$ cat config.mk
export PLATFORM = sky130hd
export DESIGN_NAME = pc_fetch_unit_flat
export DESIGN_NICKNAME = d
export VERILOG_FILES = /design/src/rtl/pc_fetch_unit_if.sv /design/src/rtl/pc_fetch_unit.sv /design/src/flat_wrapper.sv
export SDC_FILE = /design/constraint.sdc
export NUM_CORES = 1
export LEC_CHECK = 0
export ABC_AREA = 0
export BUFFER_PORTS_ARGS = -buffer_cell sky130_fd_sc_hd__buf_2
export CORE_MARGIN = 3
export CORE_UTILIZATION = 40
export DETAILED_ROUTE_END_ITERATION = 7
export GPL_TIMING_DRIVEN = 0
export PLACE_DENSITY = 0.67
export SYNTH_ARGS = -nofsm -noshare
export SYNTH_HDL_FRONTEND = slang
export SYNTH_SLANG_ARGS = --single-unit
export TNS_END_PERCENT = 30
$ cat constraint.sdc
create_clock -name clk -period 3.4 [get_ports clk]
set_input_delay 0.34 -clock clk [delete_from_list [all_inputs] [get_ports clk]]
set_output_delay 0.34 -clock clk [all_outputs]
set_load 0.02 [all_outputs]
$ cat src/rtl/pc_fetch_unit_if.sv
// rtl/pc_fetch_unit_if.sv - fetch-stage bundle: imem req/ack, decode handshake, redirect and halt
interface pc_fetch_unit_if;
    logic        imem_req;
    logic [31:0] imem_addr;
    logic        imem_ack;
    logic [31:0] imem_rdata;
    logic [31:0] instr;
    logic [31:0] instr_pc;
    logic        instr_valid;
    logic        instr_ready;
    logic        br_taken;
    logic [31:0] br_base;
    logic [31:0] br_offset;
    logic        jmp_abs;
    logic [31:0] jmp_target;
    logic        halt;
    logic        halted;

    modport master (
        output imem_req, imem_addr, instr, instr_pc, instr_valid, halted,
        input  imem_ack, imem_rdata, instr_ready, br_taken, br_base, br_offset,
               jmp_abs, jmp_target, halt
    );

    modport slave (
        input  imem_req, imem_addr, instr, instr_pc, instr_valid, halted,
        output imem_ack, imem_rdata, instr_ready, br_taken, br_base, br_offset,
               jmp_abs, jmp_target, halt
    );
endinterface

$ cat src/rtl/pc_fetch_unit.sv
// rtl/pc_fetch_unit.sv - KGP-RISC instruction fetch: PC, imem req/ack, decode handshake, redirect, halt
module pc_fetch_unit #(
    parameter logic [31:0] RESET_PC = 32'h0000_0000,
    parameter logic [31:0] PC_STEP  = 32'd4
) (
    input  logic           clk,
    input  logic           rst,
    pc_fetch_unit_if.master bus
);

    typedef enum logic [1:0] {
        S_IDLE = 2'd0,
        S_REQ  = 2'd1,
        S_HOLD = 2'd2,
        S_HALT = 2'd3
    } state_t;

    state_t      r_state;
    state_t      w_next_state;
    logic [31:0] r_pc;
    logic [31:0] r_instr;
    logic [31:0] r_instr_pc;
    logic        r_instr_valid;
    logic        r_halted;

    logic        w_redirect;
    logic [31:0] w_redirect_pc;
    logic        w_req;

    assign w_redirect    = bus.jmp_abs | bus.br_taken;
    assign w_redirect_pc = bus.jmp_abs ? bus.jmp_target : (bus.br_base + bus.br_offset);
    assign w_req         = (r_state == S_REQ);

    assign bus.imem_req    = w_req;
    assign bus.imem_addr   = w_req ? r_pc : 32'h0000_0000;
    assign bus.instr       = r_instr;
    assign bus.instr_pc    = r_instr_pc;
    assign bus.instr_valid = r_instr_valid;
    assign bus.halted      = r_halted;

    always_ff @(posedge clk or posedge rst) begin
        if (rst) begin
            r_state <= S_IDLE;
        end else begin
            r_state <= w_next_state;
        end
    end

    // Priority: halt, then the sticky halt state, then redirect, then normal flow.
    always_comb begin
        w_next_state = r_state;
        if (bus.halt) begin
            w_next_state = S_HALT;
        end else if (r_state == S_HALT) begin
            w_next_state = S_HALT;
        end else if (w_redirect) begin
            w_next_state = S_REQ;
        end else begin
            case (r_state)
                S_IDLE:  w_next_state = S_REQ;
                S_REQ:   if (bus.imem_ack)    w_next_state = S_HOLD;
                S_HOLD:  if (bus.instr_ready) w_next_state = S_REQ;
                default: w_next_state = r_state;
            endcase
        end
    end

    always_ff @(posedge clk or posedge rst) begin
        if (rst) begin
            r_pc          <= RESET_PC;
            r_instr       <= 32'h0000_0000;
            r_instr_pc    <= 32'h0000_0000;
            r_instr_valid <= 1'b0;
            r_halted      <= 1'b0;
        end else if (bus.halt) begin
            r_instr_valid <= 1'b0;
            r_halted      <= 1'b1;
        end else if (r_state != S_HALT) begin
            if (w_redirect) begin
                // Any ack arriving with a redirect belongs to the wrong path and is dropped.
                r_pc          <= w_redirect_pc;
                r_instr_valid <= 1'b0;
            end else if (r_state == S_REQ && bus.imem_ack) begin
                r_instr       <= bus.imem_rdata;
                r_instr_pc    <= r_pc;
                r_instr_valid <= 1'b1;
                r_pc          <= r_pc + PC_STEP;
            end else if (r_state == S_HOLD && bus.instr_ready) begin
                r_instr_valid <= 1'b0;
            end
        end
    end

endmodule

$ cat src/flat_wrapper.sv
// flat-port wrapper written by rule: the top's interface ports become plain ports
module pc_fetch_unit_flat 
#(
    parameter logic [31:0] RESET_PC = 32'h0000_0000,
    parameter logic [31:0] PC_STEP  = 32'd4
)
  (clk, rst, bus_imem_req, bus_imem_addr, bus_instr, bus_instr_pc, bus_instr_valid, bus_halted, bus_imem_ack, bus_imem_rdata, bus_instr_ready, bus_br_taken, bus_br_base, bus_br_offset, bus_jmp_abs, bus_jmp_target, bus_halt);
  pc_fetch_unit_if bus_i ();
  input  logic clk;
  input  logic rst;
  output wire logic [$bits(bus_i.imem_req)-1:0] bus_imem_req;
  output wire logic [$bits(bus_i.imem_addr)-1:0] bus_imem_addr;
  output wire logic [$bits(bus_i.instr)-1:0] bus_instr;
  output wire logic [$bits(bus_i.instr_pc)-1:0] bus_instr_pc;
  output wire logic [$bits(bus_i.instr_valid)-1:0] bus_instr_valid;
  output wire logic [$bits(bus_i.halted)-1:0] bus_halted;
  input wire logic [$bits(bus_i.imem_ack)-1:0] bus_imem_ack;
  input wire logic [$bits(bus_i.imem_rdata)-1:0] bus_imem_rdata;
  input wire logic [$bits(bus_i.instr_ready)-1:0] bus_instr_ready;
  input wire logic [$bits(bus_i.br_taken)-1:0] bus_br_taken;
  input wire logic [$bits(bus_i.br_base)-1:0] bus_br_base;
  input wire logic [$bits(bus_i.br_offset)-1:0] bus_br_offset;
  input wire logic [$bits(bus_i.jmp_abs)-1:0] bus_jmp_abs;
  input wire logic [$bits(bus_i.jmp_target)-1:0] bus_jmp_target;
  input wire logic [$bits(bus_i.halt)-1:0] bus_halt;
  assign bus_imem_req = bus_i.imem_req;
  assign bus_imem_addr = bus_i.imem_addr;
  assign bus_instr = bus_i.instr;
  assign bus_instr_pc = bus_i.instr_pc;
  assign bus_instr_valid = bus_i.instr_valid;
  assign bus_halted = bus_i.halted;
  assign bus_i.imem_ack = bus_imem_ack;
  assign bus_i.imem_rdata = bus_imem_rdata;
  assign bus_i.instr_ready = bus_instr_ready;
  assign bus_i.br_taken = bus_br_taken;
  assign bus_i.br_base = bus_br_base;
  assign bus_i.br_offset = bus_br_offset;
  assign bus_i.jmp_abs = bus_jmp_abs;
  assign bus_i.jmp_target = bus_jmp_target;
  assign bus_i.halt = bus_halt;
  pc_fetch_unit #(.RESET_PC(RESET_PC), .PC_STEP(PC_STEP)) u_core (.clk(clk), .rst(rst), .bus(bus_i));
endmodule
-- Word-level counts from Yosys, hierarchy flattened
Cells that the tools add are included.
- bitwise logic cells: 3
- mux-type cells: 15
- reduce and logical (&&, ||, !) cells: 11
- add/subtract/negate cells: 2
- equal/unequal tests: 6
- operators with widths (kind ; number):
    32-bit 2-to-1 mux ; 4
    32-bit by 3-bit adder with 32-bit output, second input constant ; 1
    32-bit adder ; 1
    2-bit 2-to-1 mux ; 5
    2-bit case mux with 3 select lines ; 1
    3-bit AND reduction ; 2
    6-bit nonzero test ; 1
    1-bit 2-to-1 mux ; 5
    5-bit by 3-bit inequality test with 1-bit output, second input constant ; 1
    5-bit by 4-bit inequality test with 1-bit output, second input constant ; 1
    2-bit == test, second input constant ; 2
    4-bit AND reduction ; 1
    2-bit nonzero test ; 2
    4-bit nonzero test ; 1
    2-bit by 1-bit == test with 1-bit output, second input constant ; 1
    1-bit logical AND ; 2
    2-bit zero test ; 1
    2-bit inequality test, second input constant ; 1
    1-bit NOT ; 2
    2-bit AND reduction ; 1
    1-bit bitwise OR ; 1
- register bits after elaboration: 100
- output and inout bits: 99
- input bits: 135

-- Logic depth before layout (Yosys ltp)
Gate-level depths: netlist of the first run.
- word-level depth: 7
- depth in mapped cells: 11
- depth with buffers taken out: 11

-- Worst setup path after synthesis of the first run
OpenSTA, ideal clock, no wires.
- path kind: input-to-reg
- start point: input port bus_br_offset[0]
- end point: register u_core.r_pc[24]
- path buffers: 0
- arrival time: 2.823 ns
- cell stages on the path: 11
- setup slack: 0.451 ns
- cell sequence: ha_1 -> fa_1 -> a211oi_2 -> o211ai_1 -> a221oi_2 -> a21oi_2 -> a311oi_2 -> o21a_2 -> o21ai_2 -> mux2i_1 -> a221o_1
- word-level cells in the longest chain between the ends: 3
- ends and longest elaborated chain (item ; line ; text):
    from (decl) ; flat_wrapper.sv:22 ; input wire logic [$bits(bus_i.br_offset)-1:0] bus_br_offset;
    32-bit adder ; pc_fetch_unit.sv:31 ; assign w_redirect_pc = bus.jmp_abs ? bus.jmp_target : (bus.br_base + bus.br_offset);
    32-bit 2-to-1 mux ; pc_fetch_unit.sv:31 ;
    32-bit 2-to-1 mux ; pc_fetch_unit.sv:79 ; if (w_redirect) begin
    to (signal assigned) ; pc_fetch_unit.sv:81 ; r_pc <= w_redirect_pc;
    to (signal assigned) ; pc_fetch_unit.sv:87 ; r_pc <= r_pc + PC_STEP;
    to (decl) ; pc_fetch_unit.sv:20 ; logic [31:0] r_pc;
No other way between the ends.
A chain may end at the register's enable or synchronous reset.

-- Worst setup path after layout of the first run
Same ends and word-level chain as after synthesis.

==> results of run 1 <==
-- power breakdown --
group	switching [W]	internal, W
Combinational	0.000380	0.000282
Sequential	0.0000886	0.00125
Clock	0.000497	0.000518
Total	0.000966	0.00205
-- area by class of cell --
type,instances,area [sq um]
fillers,1519,7320
multi-input cells,547,3760
flip-flops and latches,100,2500
repair buffers,233,1190
well taps,211,264
clock buffers,9,225
plain buffers,39,149
clock inverters,7,66.3
inverters,16,62.6
-- worst paths after layout --
path                                    from                      end  slack [ns]  cells past startpoint
setup / recovery            bus_br_offset[0]          u_core.r_pc[24]        0.37                     12
hold / removal                           rst      u_core.bus.instr[6]      0.0003                      2
setup reg to reg              u_core.r_pc[2]          u_core.r_pc[30]        0.83                     10
hold reg to reg            u_core.bus.halted        u_core.bus.halted        0.48                      1
max in group asynchronous                rst  u_core.bus.instr_pc[31]        2.74                      3
min in group clk           bus_imem_rdata[1]      u_core.bus.instr[1]        0.22                      2
-- synth_stat cells, types with 5 or more instances --
library cell  number  share of area
dfrtp_1          100           0.39
nand2_1           60          0.035
mux2_2            59           0.10
o21ai_0           57          0.044
a21oi_1           56          0.043
nor2_1            48          0.028
clkbuf_1          37          0.021
ha_1              32          0.062
and2_1            31          0.030
xnor2_1           20          0.027
nor3_1            19          0.015
nand3_1           17          0.013
inv_1             15         0.0087
and3_1            11          0.011
nand4_1           11          0.011
xor2_1            11          0.015
o22ai_1           10         0.0097
a21o_1             9          0.010
a211oi_1           6         0.0070
a222oi_1           6         0.0093
a31oi_1            6         0.0058
nor2b_1            6         0.0058
o21bai_1           6         0.0070
a221oi_1           5         0.0068
mux2i_1            5         0.0077
o21a_1             5         0.0058
-- logic make-up after synthesis --
family          Yosys count
simple gates            215
xor+xnor                 31
flops                   100
buf+inv                  55
mux                      64
fa+ha+maj                33
compound gates          204
-- state kept, by name, summed over array words and instances, names as in the netlist --
signal	flops
u_core.bus.instr_valid	1
u_core.r_state	2
u_core.bus.halted	1
u_core.bus.instr	32
u_core.r_pc	32
u_core.bus.instr_pc	32
-- per-layer routing --
metal	GRT usage	up-vias	routed length, um
met5	0	-	0
met4	0.0749	0	389
met3	0.0381	26	1740
met2	0.368	297	9250
met1	0.307	2848	8960
li1	-	3065	-
-- through the flow --
| step | util | power, W | setup slack [ns] |
|---|---|---|---|
| after floorplan | - | 0.00177 | 0.441 |
| after CTS | 0.529 | 0.00303 | 0.354 |
| after global routing | 0.529 | 0.00317 | 0.218 |
| after detailed placement | 0.510 | 0.00202 | -0.00638 |
| after global placement | 0.508 | 0.00201 | -0.807 |
| final | 0.529 | 0.00302 | 0.370 |
==> out/results.tsv, run 1 <==
metric	value	unit
status	complete, no violations	
max-cap violations	0	
Worst VDD drop	0.000183	V
post-CTS sizing	0	
Cells after DPL	1146	
Worst Tran Pin Value	0.697	ns
placed inst area	0.00793	sq mm
PwrDens	367	mW/mm^2
post-synth cell types	57	
initial antenna violation count	0	
Fin. Hold Viols	0	
Buffers on Ports	232	
Final Skew	0.00542	ns
WP data arrival	3.27	ns
Final HPWL DP	16300	um
static leakage	4.22	nW
pin count of the biggest net entering global routing	68	
first-pass GRT wire length	32100	um
most frequent cells in the layout	buf_2, dfrtp_1, nand2_1	
Final GP Congestion	0.908	
post-synthesis adder-cell area fraction	0.0649	
startpoint types	input port	
number of global-route vias before repair	6042	
syn_nets	870	
critical path cell sequence	buf_2, ha_1, fa_1, a211oi_2, o211ai_1, a221oi_2, a21oi_2, a311oi_2, o21a_2, o21ai_2, mux2i_1, a221o_1	
Clock Path Buffers	2	
drt pass-1 iters	5	
initial drt markers	350	
CP max stage cell	fa_1	
Initial Util	0.417	
Final Non-Filler Cells	1162	
fraction of registers with async set or reset after synthesis	1.00	
Synth Area in Compound Gates	0.204	
#FFs+latches synth	100	
Hold WS	0.000315	ns
commonest non-fill, non-tap cell in the layout	buf_2	
Detailed Route WL	20300	um
Antenna diodes	0	
vias per cell	5.37	
Simple-Gate Fraction of Synth Area	0.160	
clock-pin slew of the registers on the worst-case setup and hold paths	0.07	ns
remaining antenna violation count after routing	0	
mux contribution to synthesized area	0.110	
P&R area growth vs syn	27.0	%
CP required	3.64	ns
Tightest Hold Check Type	in2async	
Fmax	0.330	GHz
ys flop type	dfrtp_1	
Final Instance Area	0.00822	sq mm
Slew HR	0.535	
Post-Syn Instances	702	
synth warn	0	
layout cells sized above 1	0.344	
Syn Std Cell Area	0.00647	sq mm
DR vias	6236	
Seq/Total Area, Yosys	0.387	
H-tree levels	3	
GRT Total Usage	0.226	
number of synthesized flops with an enable pin	0	
hold buffers post-CTS	0	
fin nets	1114	
crit-path leading delay family	compound AO/OA/AOI/OAI gates	
post-CTS setup buffer count	0	
Crit path buffers/inverters	1	
Post-Synth XOR/XNOR Area	0.0419	
floorplan row count	45	
Clk Tree Root Cell	clkbuf_16	
delay of the slowest critical-path stage	0.44	ns
final period utilization	0.891	
gr ovfl total	0	
CTS tree	done	
Final setup viols	0	
CP Max Fanout	3	
Placeable Area	0.0155	sq mm
die width	133	um
Slew Limit Fails	0	
I/O pins	234	
Die Ht	133	um
crit path time final	3.03	ns
# clock sinks	100	
Setup Total Neg Slack	0	ns
Worst-Skew Late Latency	0.35	ns
total CTS buffers	9	
drt wl/cell	17.5	um
Crit. End Element	register	
main combinational cell family by area after synthesis	compound AO/OA/AOI/OAI gates	
Die Area	0.0177	sq mm
critical path class	in2reg	
Syn Area/Cell	9.22	sq um
RSZ-0062 raised after global routing	false	
DRC	0	
(Power assumes the default switching activity.)
==> run 2, diff against run 1 <==
==> constraint.sdc (replaced) <==
create_clock -name clk -period 2.8 [get_ports clk]
set_input_delay 0.28 -clock clk [delete_from_list [all_inputs] [get_ports clk]]
set_output_delay 0.28 -clock clk [all_outputs]
set_load 0.02 [all_outputs]
==> out/results.tsv, run 2 (same netlist as run 1, synthesis figures left out) <==
metric	value	unit	change
clock-pin slew of the registers on the worst-case setup and hold paths	0.07	ns	about the same
max-cap violations	0		unchanged
final period utilization	0.985		
Tightest Hold Check Type	in2async		
fin nets	1119		+0.45%
floorplan row count	45		unchanged
CP required	3.02	ns	-0.62 ns
GRT Total Usage	0.222		-0.00353
initial drt markers	488		+39%
critical path class	in2reg		
most frequent cells in the layout	buf_2, dfrtp_1, nand2_1		
die width	133	um	unchanged
Fmax	0.363	GHz	
P&R area growth vs syn	27.7	%	
R2R setup slack	0.23	ns	-0.60 ns
CP Max Fanout	3		unchanged
Fin. Hold Viols	0		unchanged
Buffers on Ports	232		unchanged
WP data arrival	2.98	ns	-0.29 ns
fill cell count	1485		-2.2%
layout cells sized above 1	0.349		+0.00552
vias per cell	5.43		+1.1%
r2r startpoint	u_core.r_pc[2]		
Placeable Area	0.0155	sq mm	unchanged
FF/Latch Area	0.00250	sq mm	unchanged
first-pass GRT wire length	31700	um	-1.4%
RSZ-0062 raised after global routing	true		
Slew HR	0.411		-0.124
Die Area	0.0177	sq mm	unchanged
status	complete, no violations		
drt pass-1 iters	7		+2
Final HPWL DP	16400	um	+0.70%
static leakage	4.23	nW	+0.20%
placed inst area	0.00794	sq mm	+0.17%
H-tree levels	3		unchanged
Clk Tree Root Cell	clkbuf_16		
Crit. End Element	register		
remaining antenna violation count after routing	0		unchanged
# clock sinks	100		unchanged
Die Ht	133	um	unchanged
Detailed Route WL	20500	um	+0.86%
Final GP Congestion	0.856		-5.7%
Slew Limit Fails	0		unchanged
Worst Reg-to-Reg Cells	10		unchanged
I/O pins	234		unchanged
Initial Util	0.417		unchanged
Worst-Skew Late Latency	0.34	ns	about the same
Final setup viols	0		unchanged
number of global-route vias before repair	5946		-1.6%
drt wl/cell	17.6	um	+0.34%
initial antenna violation count	1		+1
Final Instance Area	0.00827	sq mm	+0.56%
Worst VDD drop	0.000243	V	+32%
CTS tree	done		
area of the multi-input gates	0.00377	sq mm	+0.20%
crit path time final	2.76	ns	
hold buffers post-CTS	0		unchanged
commonest non-fill, non-tap cell in the layout	buf_2		
Reg-to-Reg End	u_core.r_pc[30]		
final core occ	0.532		+0.00298
gr ovfl total	0		unchanged
pin count of the biggest net entering global routing	39		-43%
DR vias	6337		+1.6%
Worst Tran Pin Value	0.882	ns	+0.185 ns
PwrDens	439	mW/mm^2	+20%
total CTS buffers	9		unchanged
DRC	0		unchanged
Final Skew	0.00817	ns	+0.00276 ns
Clock Path Buffers	2		unchanged
startpoint types	input port		
[run 2: cell types whose count changed in the layout (fill, tap and decap cells not counted), moves of 2 or more]
cell / delta
buf_12: +2
buf_4: +4
clkinvlp_4: +3
inv_8: -2
[run 2: area by class of cell]
type                       count  area share
tap                          211      0.0319
multi-input combinational    547       0.456
inverter                      16     0.00772
sequential                   100       0.303
clock inverter                 7     0.00711
antenna                        1    0.000303
clock buffer                   9      0.0272
timing repair buffer         238       0.149
buffer                        39      0.0180
[run 2: worst max-delay path by stage]
stage,cells past startpoint,endpoint,start
2_1_floorplan,11,u_core.r_pc[24],bus_br_offset[0]
3_3_place_gp,12,u_core.r_pc[24],bus_br_offset[0]
3_5_place_dp,12,u_core.r_pc[24],bus_br_offset[0]
4_1_cts,12,u_core.r_pc[24],bus_br_offset[0]
5_1_grt,12,u_core.r_pc[24],bus_br_offset[0]
6_report,12,u_core.r_pc[24],bus_br_offset[0]
[run 2: worst max-delay path: stages]
cell      delay, ns
buf_2          0.11
ha_1           0.26
fa_2           0.39
a211oi_2       0.27
o211ai_1       0.15
a221oi_2       0.31
a21oi_2        0.13
a311oi_2       0.30
o21a_2         0.19
o21ai_2        0.07
mux2i_1        0.16
a221o_1        0.36
[run 2: power breakdown]
part	switching [W]	internal (W)
clock network	0.000568	0.000616
logic	0.000468	0.000353
registers	0.000106	0.00152
[run 2: stage by stage]
| stage | total power (W) | hold WS (ns) | cells | TNS [ns] | setup WS [ns] |
|---|---|---|---|---|---|
| 4_1_cts | 0.00364 | 0.142 | 1166 | 0 | 0.0468 |
| 5_1_grt | 0.00383 | 0.151 | 1168 | -0.0352 | -0.0352 |
| 2_1_floorplan | 0.00214 | 0.390 | 702 | -0.0890 | -0.0890 |
| 3_5_place_dp | 0.00245 | 0.470 | 1147 | -2.13 | -0.529 |
| 6_report | 0.00363 | 0.118 | 1168 | 0 | 0.0429 |
| 3_3_place_gp | 0.00244 | 0.453 | 1145 | -2.10 | -0.520 |
[run 2: per-layer routing]
| layer | wire length, um | part of all wire | track usage |
|---|---|---|---|
| met1 | 9210 | 0.45 | 0.316 |
| met2 | 9320 | 0.45 | 0.355 |
| met3 | 1690 | 0.082 | 0.0385 |
| met4 | 291 | 0.014 | 0.0549 |
| met5 | 0 | 0 | 0 |
[run 2: timing repair]
item	CTS	global route
pin swaps	3	7
endpoints found under the setup margin	2	5
resized for setup	1	1
buffers inserted	3	1
==> run 3, diff against run 2 <==
--- a/config.mk
+++ b/config.mk
@@ -11,7 +11,9 @@
 export CORE_UTILIZATION = 40
 export DETAILED_ROUTE_END_ITERATION = 7
 export GPL_TIMING_DRIVEN = 0
+export MAX_ROUTING_LAYER = met4
 export PLACE_DENSITY = 0.67
+export SKIP_CTS_REPAIR_TIMING = 1
 export SYNTH_ARGS = -nofsm -noshare
 export SYNTH_HDL_FRONTEND = slang
 export SYNTH_SLANG_ARGS = --single-unit
==> out/results.tsv, run 3 (same netlist as run 1, synthesis figures left out) <==
metric	value	unit	change
critical path class	in2reg		
Buffers on Ports	232		unchanged
drt wl/cell	17.6	um	about the same
die width	133	um	unchanged
floorplan row count	45		unchanged
Setup WS pre-CTS	-0.529	ns	unchanged
status	complete, no violations		
clock-pin slew of the registers on the worst-case setup and hold paths	0.07	ns	about the same
static leakage	4.23	nW	+0.11%
Initial Util	0.417		unchanged
fill cell count	1474		-0.74%
GRT Total Usage	0.229		+0.00676
# clock sinks	100		unchanged
Setup Total Neg Slack	0	ns	unchanged
Fin. Hold Viols	0		unchanged
Cells after DPL	1147		unchanged
number of global-route vias before repair	5936		-0.17%
commonest non-fill, non-tap cell in the layout	buf_2		
P&R area growth vs syn	27.9	%	
Clock Path Buffers	2		unchanged
vias per cell	5.40		-0.53%
Final Non-Filler Cells	1169		+0.086%
H-tree levels	3		unchanged
Slew Limit Fails	0		unchanged
GRT met3 Usage	0.0378		-0.000755
total CTS buffers	9		unchanged
DRC	0		unchanged
Placeable Area	0.0155	sq mm	unchanged
grt met2 use	0.355		about the same
Worst VDD drop	0.000244	V	+0.39%
initial drt markers	494		+1.2%
Tightest Hold Check Type	in2async		
pin count of the biggest net entering global routing	39		unchanged
Hold WS	0.116	ns	-0.00193 ns
layout cells sized above 1	0.350		+0.000680
startpoint types	input port		
met1 Use GR	0.317		+0.000715
Sw Ratio	0.315		+0.000779
Final Instance Area	0.00828	sq mm	+0.15%
final period utilization	0.979		-0.00539
most frequent cells in the layout	buf_2, dfrtp_1, nand2_1		
Final setup viols	0		unchanged
DR vias	6309		-0.44%
Clk Tree Root Cell	clkbuf_16		
remaining antenna violation count after routing	0		unchanged
crit path time final	2.74	ns	-0.0151 ns
drt pass-1 iters	5		-2
fin nets	1120		+0.089%
max-cap violations	0		unchanged
first-pass GRT wire length	31600	um	-0.13%
GR peak layer	met2		
Die Area	0.0177	sq mm	unchanged
Die Ht	133	um	unchanged
Slew HR	0.410		about the same
Fmax	0.365	GHz	+0.55%
Crit. End Element	register		
WP data arrival	2.97	ns	about the same
sequential share of power	0.446		about the same
Worst Tran Pin Value	0.882	ns	+0.000137 ns
proportion of power drawn by the clock network	0.326		about the same
Final WS setup	0.0580	ns	+0.0151 ns
Final Skew	0.00965	ns	+0.00148 ns
gr ovfl total	0		unchanged
Final HPWL DP	16400	um	unchanged
Combinational Power Share	0.228		+0.002
internal power	0.00249	W	+0.13%
switching power	0.00115	W	+0.49%
PwrDens	439	mW/mm^2	about the same
Worst-Skew Late Latency	0.34	ns	about the same
CP required	3.02	ns	about the same
I/O pins	234		unchanged
Detailed Route WL	20500	um	about the same
placed inst area	0.00794	sq mm	unchanged
Final GP Congestion	0.870		+1.6%
CTS tree	done		
initial antenna violation count	1		unchanged
CP Max Fanout	3		unchanged
==> run 3: cell types whose count changed in the layout (fill, tap and decap cells not counted), sizes merged <==
cell  delta
buf      +1
==> run 3: cell type report <==
type                    instances  area (sq um)  area share
repair buffers                239          1240       0.150
multi-input cells             547          3770       0.456
diodes                          1          2.50    0.000302
clock inverters                 7          58.8     0.00710
inverters                      16          63.8     0.00771
flip-flops and latches        100          2500       0.302
clock buffers                   9           225      0.0272
well taps                     211           264      0.0319
plain buffers                  39           149      0.0180
==> run 3: final timing paths <==
check                                         from                       to  slack [ns]  depth (start not counted)
hold reg to reg            u_core.bus.instr_pc[20]  u_core.bus.instr_pc[20]        0.48                          2
hold / removal                                 rst     u_core.bus.instr[20]        0.12                          2
setup / recovery                  bus_br_offset[0]          u_core.r_pc[24]        0.06                         12
min in group clk                 bus_imem_rdata[5]      u_core.bus.instr[5]        0.17                          2
max in group asynchronous                      rst           u_core.r_pc[6]        2.05                          3
setup reg to reg                    u_core.r_pc[2]          u_core.r_pc[30]        0.23                         10
==> run 3: power by group through the flow <==
stage          logic (W)  clock network, W  registers (W)
4_1_cts         0.000806           0.00121        0.00162
3_5_place_dp    0.000801                 0        0.00165
5_1_grt         0.000919           0.00128        0.00164
2_1_floorplan   0.000517                 0        0.00163
6_report        0.000827           0.00119        0.00162
3_3_place_gp    0.000789                 0        0.00165
==> run 3: routing by layer <==
layer,up-vias,share of wire
met5,-,0
met4,0,0.014
met3,19,0.078
met2,294,0.45
met1,2926,0.46
li1,3070,-
==> run 3: stage by stage <==
stage          utilization  total power (W)
2_1_floorplan            -          0.00214
3_3_place_gp         0.509          0.00244
3_5_place_dp         0.511          0.00245
4_1_cts              0.529          0.00363
5_1_grt              0.533          0.00383
6_report             0.533          0.00364
==> run 3: critical path, stage by stage <==
cell and delay (ns):
buf_2 0.12, ha_2 0.21, fa_2 0.40, a211oi_4 0.25
o211ai_1 0.15, a221oi_2 0.33, a21oi_2 0.12, a311oi_2 0.32
o21a_2 0.19, o21ai_2 0.07, mux2i_1 0.16, a221o_1 0.36
